==> config.mk <==
export PLATFORM = sky130hd
export DESIGN_NAME = mat_result_serializer
export DESIGN_NICKNAME = d
export VERILOG_FILES = /design/src/rtl/mat_result_serializer.sv
export SDC_FILE = /design/constraint.sdc
export NUM_CORES = 1
export LEC_CHECK = 0
export CAP_MARGIN = 40
export CORE_ASPECT_RATIO = 0.75
export CORE_MARGIN = 1
export CORE_UTILIZATION = 50
export DETAILED_ROUTE_END_ITERATION = 6
export PLACE_DENSITY = 0.81
export SLEW_MARGIN = 20
export SYNTH_ARGS = -nofsm -noshare
export SYNTH_HDL_FRONTEND = slang
export SYNTH_SLANG_ARGS = --single-unit
==> constraint.sdc <==
create_clock -name clk -period 1.8 [get_ports clk]
set_input_delay 0.36 -clock clk [delete_from_list [all_inputs] [get_ports clk]]
set_output_delay 0.36 -clock clk [all_outputs]
set_load 0.02 [all_outputs]
==> src/rtl/mat_result_serializer.sv <==
// Output-side reader for the 4x4 matrix multiplier: captures one 128-bit frame of
// 16 product elements and streams it out one element per beat over valid/ready.
module mat_result_serializer #(
    parameter int ELEM_W = 8,
    parameter int N_ELEM = 16,
    parameter int CNT_W  = 8
) (
    input  logic                       clk,
    input  logic                       reset,
    input  logic                       cap_valid,
    output logic                       cap_ready,
    input  logic [ELEM_W*N_ELEM-1:0]   cap_data,
    output logic                       out_valid,
    input  logic                       out_ready,
    output logic [ELEM_W-1:0]          out_data,
    output logic [$clog2(N_ELEM)-1:0]  out_index,
    output logic                       out_last,
    output logic [CNT_W-1:0]           frame_cnt,
    output logic                       busy
);

    localparam int FRAME_W = ELEM_W * N_ELEM;
    localparam int IDX_W   = $clog2(N_ELEM);
    localparam logic [IDX_W-1:0] LAST_IDX = IDX_W'(N_ELEM - 1);

    typedef enum logic {
        IDLE,
        SEND
    } state_t;

    state_t               state_q, state_d;
    logic [FRAME_W-1:0]   frame_buf, buf_d;
    logic [ELEM_W-1:0]    data_d;
    logic [IDX_W-1:0]     idx_d;
    logic [IDX_W-1:0]     idx_next;
    logic                 last_d;
    logic                 valid_d;
    logic [CNT_W-1:0]     cnt_d;
    logic                 last_beat;
    logic                 do_load;

    assign last_beat = (state_q == SEND) & out_valid & out_ready & (out_index == LAST_IDX);
    assign cap_ready = reset & ((state_q == IDLE) | last_beat);
    assign busy      = (state_q == SEND);
    assign idx_next  = out_index + IDX_W'(1);

    // frame_buf holds the not-yet-sent elements left-aligned, so the next element is always at the top
    always_comb begin
        state_d = state_q;
        buf_d   = frame_buf;
        data_d  = out_data;
        idx_d   = out_index;
        last_d  = out_last;
        valid_d = out_valid;
        cnt_d   = frame_cnt;
        do_load = 1'b0;

        case (state_q)
            IDLE: begin
                if (cap_valid) begin
                    do_load = 1'b1;
                end
            end
            SEND: begin
                if (out_ready) begin
                    if (out_index == LAST_IDX) begin
                        cnt_d = frame_cnt + CNT_W'(1);
                        if (cap_valid) begin
                            do_load = 1'b1;
                        end else begin
                            state_d = IDLE;
                            valid_d = 1'b0;
                            last_d  = 1'b0;
                            idx_d   = '0;
                        end
                    end else begin
                        idx_d  = idx_next;
                        data_d = frame_buf[FRAME_W-1 -: ELEM_W];
                        buf_d  = frame_buf << ELEM_W;
                        last_d = (idx_next == LAST_IDX);
                    end
                end
            end
            default: state_d = IDLE;
        endcase

        if (do_load) begin
            state_d = SEND;
            buf_d   = cap_data << ELEM_W;
            data_d  = cap_data[FRAME_W-1 -: ELEM_W];
            idx_d   = '0;
            last_d  = 1'b0;
            valid_d = 1'b1;
        end
    end

    always_ff @(posedge clk) begin
        if (!reset) begin
            state_q   <= IDLE;
            frame_buf <= '0;
            out_data  <= '0;
            out_index <= '0;
            out_last  <= 1'b0;
            out_valid <= 1'b0;
            frame_cnt <= '0;
        end else begin
            state_q   <= state_d;
            frame_buf <= buf_d;
            out_data  <= data_d;
            out_index <= idx_d;
            out_last  <= last_d;
            out_valid <= valid_d;
            frame_cnt <= cnt_d;
        end
    end

endmodule

# Yosys cells after proc, flatten, opt, wreduce, memory -nomap -nowiden
# Index checks and enable logic that the tools add are counted.
# Widths: inputs -> output; s select.
# classes
add_sub_neg,2
eq_ne,5
n_mux,24
bitwise,7
n_reduce_logical,8
# ops
op,count
$mux 128,4
$mux 8,4
$mux 1,13
$reduce_and 3->1,3
$add 8x1->8 const B,1
$eq 4x4->1 const B,2
$mux 4,2
$reduce_bool 2->1,3
$add 4x1->4 const B,1
$and 1x1->1,4
$ne 2x2->1 const B,2
$reduce_and 4->1,1
$ne 2x1->1 const B,1
$not 1->1,2
$pmux 1 s2,1
$reduce_or 2->1,1
$or 1x1->1,1
# totals
ff_bits,143
input_bits,132
output_inout_bits,24
elab_cells,53

# Logic depth before layout (Yosys ltp)
# Gate-level depths: netlist of the first run.
# logic_depth
ltp_word,6
ltp_mapped,8
ltp_nobuf,5

# Least setup slack after synthesis of the first run
# OpenSTA, ideal clock, no wires.
# synth_timing
path_type,register to output
start,register out_index[1]
end,output cap_ready
t_arrival_ps,1656
path_slack_ps,-216
stages_incl_launch_ff,6
n_path_buf,1
path_cell_list,dfxtp_1 ha_1 buf_2 and4_4 nand2_1 a21boi_0
# synth_between
elab_chain_cells,4
# synth_lines
element,line_no,source
from (decl),16,"output logic [$clog2(N_ELEM)-1:0] out_index,"
from (signal assigned),110,out_index <= idx_d;
$eq 4x4->1,42,assign last_beat = (state_q == SEND) & out_valid & out_ready & (out_index == LAST_IDX);
$and 1x1->1,42,
$or 1x1->1,43,assign cap_ready = reset & ((state_q == IDLE) | last_beat);
$and 1x1->1,43,
to (decl),11,"output logic cap_ready,"
# Every way passes these cells.

# Final worst setup path of the first run
# layout_timing
start,register out_index[0]
end,output cap_ready
# The elaborated chain is that of the path after synthesis.

==> key figures, run 1 <==
Global route
  – Global-route wire length before repair: 25500 um
  – Initial antenna violation count: 0
  – Vias in the first global route: 5290
  – Grt ovf: 0
  – GRT Total Usage: 24.7%
  – Maximum number of pins on one net before global-route repair: 151

Setup path
  – Critical path cell sequence: ha_4 -> and4_4 -> nand2_2 -> a21boi_2 -> buf_4
  – Reg2reg setup slack: 0.07 ns
  – Largest stage delay, worst path: 0.36 ns
  – CP Data Arrival Time: 1.43 ns
  – CP Launch Type: flop
  – Reg-to-Reg Start: out_index[1]
  – Max FO, Critical Path: 2
  – Required time of the critical path: 1.44 ns
  – Worst r2r path cells: 7
  – CP Capture Type: primary output
  – Critical Path Slowest Stage Cell: dfxtp_2
  – WS Path Type: flop to primary output
  – Worst Setup SP: out_index[0]
  – R2R Path End: out_index[2]

Clock network
  – Deepest clock path buffer count: 2
  – CTS clk-pin slew, worst paths: 0.06 ns
  – Root buffer cell: clkbuf_16
  – Skew-Pair Late Insertion Delay: 0.41 ns
  – H-tree depth: 4
  – CTS tree: yes
  – Inserted Clock Buffers: 17
  – Sink Count: 143

Placed design
  – Port Buffers: 155
  – Detailed placement HPWL: 10700 um
  – Dpl cell area: 0.00813 sq mm
  – Placed insts: 968
  – DP Worst Slack: -0.436 ns
  – Placer Congestion: 0.851

Yosys
  – Syn. warnings: 0
  – #FFs+latches synth: 143
  – Main synth FF type: dfxtp_1
  – Library cells used by synthesis: 42
  – Synth async-reset ratio: 0%
  – Sequential element share of the synthesized area: 45.4%
  – Syn Std Cell Area: 0.00631 sq mm
  – Post-synth EDFFs: 0
  – Syn Inst Count: 667
  – Mapped Nets: 802
  – Mean area per synthesized cell: 9.46 sq um

Drt
  – Vias per cell: 5.42
  – Vias: 5419
  – # DRC: 0
  – Drt wl/cell: 16.0 um
  – Final wirelength: 16000 um
  – DRT antenna net count: 0
  – Iteration-0 DRC Markers: 311
  – DR pass1 iterations: 4

Timing
  – Setup violations, final: 0
  – Post-route minimum period: 1.79 ns
  – Final Hold Viols: 0
  – Fin. max-slew vios: 0
  – Fmax: 0.558 GHz
  – Worst-margin pin slew: 0.511 ns
  – RSZ-0062 raised after global routing: true
  – Fin crit share: 99.6%
  – Worst slew margin: 66.0%
  – Worst Skew: 0.0110 ns
  – Final worst setup slack: 0.00751 ns

Die
  – Top-Level Pins: 156
  – Die area: 0.0131 sq mm
  – Die height: 99.3 um
  – Die width: 132 um
  – Initial core utilization: 51.3%
  – Placement Rows: 35
  – Core Region: 0.0123 sq mm

Min path
  – Hold path cells: 2
  – Worst hold endpoint: frame_buf[14]
  – Hold Crit Class: flop to flop
  – Hold wc startpoint: frame_buf[14]

Finish
  – FILL cells: 902
  – Final instance area: 0.00884 sq mm
  – Nets@finish: 958
  – Share of cells above drive strength 1: 10.6%
  – Area Growth Syn to Fin: 40.1%
  – Layout Utilization: 71.8%
  – Commonest cells after routing, fill and taps aside: dfxtp_1, clkdlybuf4s50_1, a21oi_1
  – Non-filler cells, final: 1000
  – Antenna Cells: 0

Pwr
  – Tot Pwr: 8490 uW
  – Sequential power share: 41.8%
  – Gate power share: 13.9%
  – Switching share of power: 24.3%
  – P_int: 6420 uW
  – Worst-case vdd ir drop: 0.744 mV
  – Switch Pwr: 2070 uW
  – Pwr/cell area: 960 mW/mm^2
  – Clock power frac: 44.3%
  – P_leak: 0.00394 uW

Run
  – # Max-Cap Violations: 0

Status
  – Status: finished, final reports clean
[critical path, delay by kind of cell (launching register included)]
family | cells | cell delay [ns]
fa+ha+maj | 1 | 0.14
simple gates | 2 | 0.26
buf+inv | 1 | 0.15
compound gates | 1 | 0.11
flops | 1 | 0.36
[power groups by stage]
stage	Combinational, uW	Clock [uW]	Sequential, uW
finish	1180	3760	3550
global route	1280	3930	3580
CTS	1170	3780	3550
detailed placement	1150	0	3620
global placement	1110	0	3610
floorplan	629	0	3590
[stage by stage]
stage                     TNS, ns  hold slack [ns]
after floorplan                 0            0.439
after global placement     -17.44            0.452
after detailed placement   -24.33            0.458
after CTS                 -0.0976            0.464
after global routing       -0.120            0.487
final                           0            0.462
[per-layer routing]
metal	vias up	global-route usage (%)	routed length [um]
met3	24	5.45	695
met4	0	9.57	253
met5	-	0	0
li1	2729	-	-
met1	2539	30.8	7280
met2	127	41.7	7720
[worst max-delay path by stage]
stage,to,slack (ns),depth (start not counted)
after global routing,cap_ready,-0.05,5
after CTS,cap_ready,-0.1,5
after floorplan,frame_buf[71],0.006,8
final,cap_ready,0.008,5
after detailed placement,cap_ready,-0.44,5
after global placement,cap_ready,-0.42,5
[kinds of logic after synthesis]
logic type	after synthesis	synth area share, %
AOI/OAI and AO/OA	261	21.8
buffers and inverters	77	7.53
adders and majority gates	3	0.595
muxes	115	18.3
DFF	143	45.4
and+or+nand+nor	62	5.63
xor gates and xnor gates	6	0.833
[timing repair]
item / CTS / global route
hold buffers: 0 / 0
cloned: 2 / 0
endpoints found under the setup margin: 47 / 70
setup buffers: 0 / 0
pin swaps: 1 / 3
gates resized for setup: 19 / 18
[layout make-up]
cell class	count	area (sq um)	share of cell area [%]
clock buffers	18	439	4.97
clock inverters	12	183	2.07
inverters	18	67.6	0.764
multi-input cells	448	3030	34.2
flip-flops and latches	143	2870	32.4
well taps	166	208	2.35
repair buffers	195	2050	23.2
[flip-flops by register name, summed over array words and instances, names as in the netlist]
signal and flops:
frame_buf 120, frame_cnt 8, out_data 8, out_index 4
busy 1, out_last 1, out_valid 1
[cell usage after synthesis, drive strengths merged (2+ instances only)]
cell type | n | area, sq um
dfxtp | 143 | 2860
o21ai | 125 | 637
a21oi | 117 | 586
mux2i | 114 | 1140
buf | 35 | 303
clkbuf | 24 | 105
inv | 18 | 67.6
nand2 | 16 | 72.6
nand3 | 13 | 70.1
nand4 | 11 | 68.8
nor2 | 7 | 42.5
o221ai | 7 | 61.3
and2 | 6 | 37.5
a21boi | 5 | 37.5
xor2 | 5 | 43.8
ha | 3 | 37.5
a211oi | 2 | 15.0
and3 | 2 | 17.5
nand2b | 2 | 12.5
nor3 | 2 | 10.0
nor4 | 2 | 12.5
o21a | 2 | 15.0
No activity file was read; power rests on OpenSTA's default activity.
==> inputs of run 2 (changes only) <==
SKIP_CTS_REPAIR_TIMING = 1   (was not set)
==> run 2 against run 1 <==
Largest power group unchanged. Combinational power grew 24%. Sequential cell count unchanged. Setup slack worse by 0.046 ns. Sequential share of layout area down 2.6 points. Sequential power barely moved. The flow now finishes with violations (setup timing). Die area unchanged. Register-to-register slack lost 0.11 ns. Routed wire length grew 16%. Global-route usage is 0.55 points lower. Final cell count up 3.9%. Critical path depth is 4 higher.
==> key figures, run 2 (synthesized netlist as in run 1, its figures left out) <==
Run
  – # Max-Cap Violations: 0

Clock network
  – Sink Count: 143
  – CTS tree: yes
  – Skew-Pair Late Insertion Delay: 0.42 ns
  – H-tree depth: 4
  – Inserted Clock Buffers: 17
  – Root buffer cell: clkbuf_16
  – Deepest clock path buffer count: 2
  – CTS clk-pin slew, worst paths: 0.06 ns

Finish
  – Nets@finish: 997
  – Share of cells above drive strength 1: 17.1%
  – Commonest cells after routing, fill and taps aside: dfxtp_1, clkdlybuf4s50_1, mux2i_1
  – FILL cells: 781
  – Largest regs: frame_buf (120), frame_cnt (8), out_data (8)
  – Antenna Cells: 0
  – Max reg flops: 120
  – Area Growth Syn to Fin: 52.3%
  – Largest register by flop count: frame_buf

Global route
  – Initial antenna violation count: 0
  – Busiest grt layer: met2
  – Grt met2 use: 40.3%
  – Grt ovf: 0
  – Global-route wire length before repair: 25100 um
  – GRT Total Usage: 24.1%
  – Vias in the first global route: 5268
  – Met3 usage: 5.61%
  – Met1 usage: 30.2%
  – Maximum number of pins on one net before global-route repair: 151

Setup path
  – Max FO, Critical Path: 8
  – Required time of the critical path: 2.14 ns
  – WS Path Type: flop to flop
  – Critical path cell sequence: ha_4 -> and4_4 -> buf_6 -> o21ai_4 -> buf_12 -> clkbuf_16 -> clkbuf_16 -> o21ai_2 -> a21oi_1
  – CP Launch Type: flop
  – Reg2reg setup slack: -0.04 ns
  – R2R Path End: frame_buf[109]
  – Reg-to-Reg Start: out_index[1]
  – CP Data Arrival Time: 2.17 ns
  – CP bufs+invs: 4
  – Largest stage delay, worst path: 0.35 ns
  – Worst r2r path cells: 9
  – CP delay by family, top: buffers and inverters
  – CP Capture Type: flop
  – Top cell by count, worst path: clkbuf_16
  – Worst Setup SP: out_index[1]
  – Critical Path Slowest Stage Cell: dfxtp_4

Die
  – Die height: 99.3 um
  – Initial core utilization: 51.3%
  – Placement Rows: 35
  – Die width: 132 um
  – Top-Level Pins: 156
  – Core Region: 0.0123 sq mm
  – Die area: 0.0131 sq mm

Drt
  – DRT antenna net count: 0
  – DR pass1 iterations: 5
  – Iteration-0 DRC Markers: 287
  – Vias per cell: 5.56
  – Drt wl/cell: 17.8 um
  – Vias: 5779
  – # DRC: 0
  – Final wirelength: 18500 um

Status
  – Status: finished, violations left
  – Failing checks: setup timing

Pwr
  – Gate power share: 16.6%
  – Clock power frac: 42.9%
  – Pwr/cell area: 915 mW/mm^2
  – Switching share of power: 25.0%
  – P_leak: 0.00441 uW
  – Sequential power share: 40.5%
  – Switch Pwr: 2200 uW
  – Worst-case vdd ir drop: 0.752 mV
  – P_int: 6600 uW

Timing
  – Final worst setup slack: -0.0383 ns
  – Fin. max-slew vios: 0
  – RSZ-0062 raised after global routing: true
  – Post-route minimum period: 1.84 ns
  – Worst Skew: 0.0126 ns
  – Fmax: 0.544 GHz
  – Final Hold Viols: 0
  – Fin crit share: 102%
  – Worst-margin pin slew: 0.585 ns
  – Worst hold slack: 0.465 ns
  – Setup violations, final: 3
  – Setup TNS: -0.0564 ns
  – Worst slew margin: 61.0%

Min path
  – Worst hold endpoint: frame_buf[11]
  – Hold Crit Class: flop to flop
  – Hold path cells: 2
  – Hold wc startpoint: frame_buf[11]

Placed design
  – Placer Congestion: 0.851
  – Detailed placement HPWL: 10700 um
  – Port Buffers: 155
  – DP Worst Slack: -0.436 ns
[run 2: changes by cell type in the layout (fill, tap and decap cells not counted), sizes merged]
cell | before | now
bufbuf | 1 | 0
buf | 41 | 66
dlymetal6s2s | 3 | 12
nand2 | 17 | 16
dlygate4sd2 | 9 | 0
clkbuf | 18 | 34
[run 2: worst min-delay path, cell delays in order (launching register included)]
cell     delay (ns)
dfxtp_1        0.31
nand4_1        0.06
o21ai_1        0.05
[run 2: power by group through the flow]
stage	combinational, uW	sequential [uW]	clock (uW)
3_3_place_gp	1110	3610	0
6_report	1460	3560	3780
3_5_place_dp	1150	3620	0
5_1_grt	1560	3580	3920
2_1_floorplan	629	3590	0
4_1_cts	1160	3550	3780
[run 2: area by class of cell]
cell class | count | area, sq um | share of cell area (%)
Clock inverter | 12 | 183 | 1.90
Timing Repair Buffer | 235 | 2740 | 28.5
Tap cell | 166 | 208 | 2.16
Inverter | 18 | 67.6 | 0.703
Clock buffer | 18 | 439 | 4.57
Multi-Input combinational cell | 447 | 3100 | 32.3
Sequential cell | 143 | 2870 | 29.8
[run 2: how the worst max path moves through the flow]
stage | cells after the start | endpoint
2_1_floorplan | 8 | frame_buf[71]
3_3_place_gp | 5 | cap_ready
3_5_place_dp | 5 | cap_ready
4_1_cts | 5 | cap_ready
5_1_grt | 9 | frame_buf[79]
6_report | 9 | frame_buf[109]
[run 2: layer usage]
layer	wire length, um	vias up
met5	0	-
li1	-	2810
met4	306	0
met3	769	21
met2	9160	157
met1	8290	2791
[run 2: through the flow]
stage	total power, uW	util, %	instance area [sq um]	instances
after detailed placement	4760	66.0	8130	968
after global routing	9070	78.1	9610	1039
after floorplan	4220	-	6310	667
after CTS	8490	71.1	8750	998
final	8800	78.1	9610	1039
after global placement	4720	66.0	8130	968
==> variant: new RTL, flow settings as in run 2 <==
`CNT_W`: 8 -> 12.
--- a/src/rtl/mat_result_serializer.sv
+++ b/src/rtl/mat_result_serializer.sv
@@ -4,5 +4,5 @@
     parameter int ELEM_W = 8,
     parameter int N_ELEM = 16,
-    parameter int CNT_W  = 8
+    parameter int CNT_W  = 12
 ) (
     input  logic                       clk,
Interface: changed (resized frame_cnt); port bits go from 156 to 160. No check against the original RTL was run, so the function may have changed too.
==> variant against run 2 <==
  * The run still ends with setup timing left
  * Highest routed layer unchanged
  * Cell count up 11%
  * Sequential cell count up 4
  * Power up 2.1%
  * Area after synthesis up 2.4%
  * Cell area up 4.6%
  * Synthesized cell count up 19%
  * Setup slack worse by 23 ps
  * Routed wire length up 33%
  * Sequential share of layout area down 0.48 points
  * Largest power group unchanged
==> variant: results (changes against run 2) <==
- The per-cell via count in the routed design was 6.589 (was 5.562).
- The number of iterations in the first detailed-routing pass is 6 (was 5).
- The half-perimeter wire length of the detailed placement result is 12.63 mm (was 10.74 mm).
- The setup slack at placement came to -536.1 ps (was -435.6 ps).
- The peak ir drop on the vdd network was 0.0006585 V (was 0.0007522 V).
- The average wire per cell in the routed design is 21.47 um (was 17.83 um).
- The net count of the mapped netlist is 932 (was 802).
- Failing checks: setup timing (unchanged).
- The sum of negative setup slack is -198.9 ps (was -56.40 ps).
- The number of setup violations in the final report is 10 (was 3).
- The slew at the pin closest to its max-slew limit is 530.6 ps (was 585.4 ps).
- The final layout net count is 1106 (was 997).
- The largest net degree at the start of global routing is 114 (was 151).
- The leakage power was 3.821 nW (was 4.407 nW).
- The overall fraction of global-route tracks in use is 29.78% (was 24.11%).
- Leading registers by flop count: frame_buf (120), frame_cnt (12), out_data (8) (was frame_buf (120), frame_cnt (8), out_data (8)).
- The total met3 wirelength after detailed routing is 2.826 mm (was 769 um).
- The count of buffers inserted at the top-level ports is 159 (was 155).
- The total cell area at the placement stage is 8479 um2 (was 8128 um2).
- The arrival time of data at the critical path endpoint is 2190 ps (was 2170 ps).
- The via count of the first global-routing pass is 6485 (was 5268).
- The clock skew is 8.363 ps (was 12.56 ps).
- The met2 demand-to-capacity share in global routing is 47.04% (was 40.33%).
- The global-route track usage on met3 is 6.486% (was 5.607%).
- The final routed wirelength across all metal layers is 24.69 mm (was 18.52 mm).
- The first-pass GRT wire length was 32.19 mm (was 25.08 mm).
- The class of the worst hold path is input port to flop (was flop to flop).
- Outcome: complete, but fails checks (unchanged).
- Commonest cells in the netlist: 147 x dfxtp_1, 140 x o21ai_0, 117 x nand3_1 (was 143 x dfxtp_1, 117 x a21oi_1, 114 x mux2i_1).
- The final setup slack of the worst path is -61.11 ps (was -38.28 ps).
-- variant: cell type report --
class	count	area, um2
well taps	166	207.7
clock buffers	25	505.5
multi-input cells	554	3234
repair buffers	246	2993
clock inverters	7	142.6
fillers	718	2384
flip-flops and latches	147	2952
inverters	5	18.77
-- variant: logic make-up (layout without fill, tap and decap cells) --
kind of cell	Yosys count	count (layout)	share of synthesized area, %
AOI/OAI and AO/OA	371	371	32.60
and+or+nand+nor	168	168	13.57
DFF	147	147	45.53
buffers and inverters	96	283	6.020
xor gates and xnor gates	9	9	1.219
adders and majority gates	3	3	0.5808
muxes	3	3	0.4839
-- variant: worst paths after layout --
check	endpoint	startpoint	depth (start not counted)
setup reg to reg	frame_buf[83]	out_index[1]	10
hold / removal	frame_cnt[11]	reset	4
setup / recovery	frame_buf[83]	out_index[1]	10
hold reg to reg	frame_buf[100]	frame_buf[92]	1
-- variant: tightest hold or removal path, stage by stage --
cell     delay, ps
buf_4          110
inv_2           50
buf_4          200
a21oi_2        110
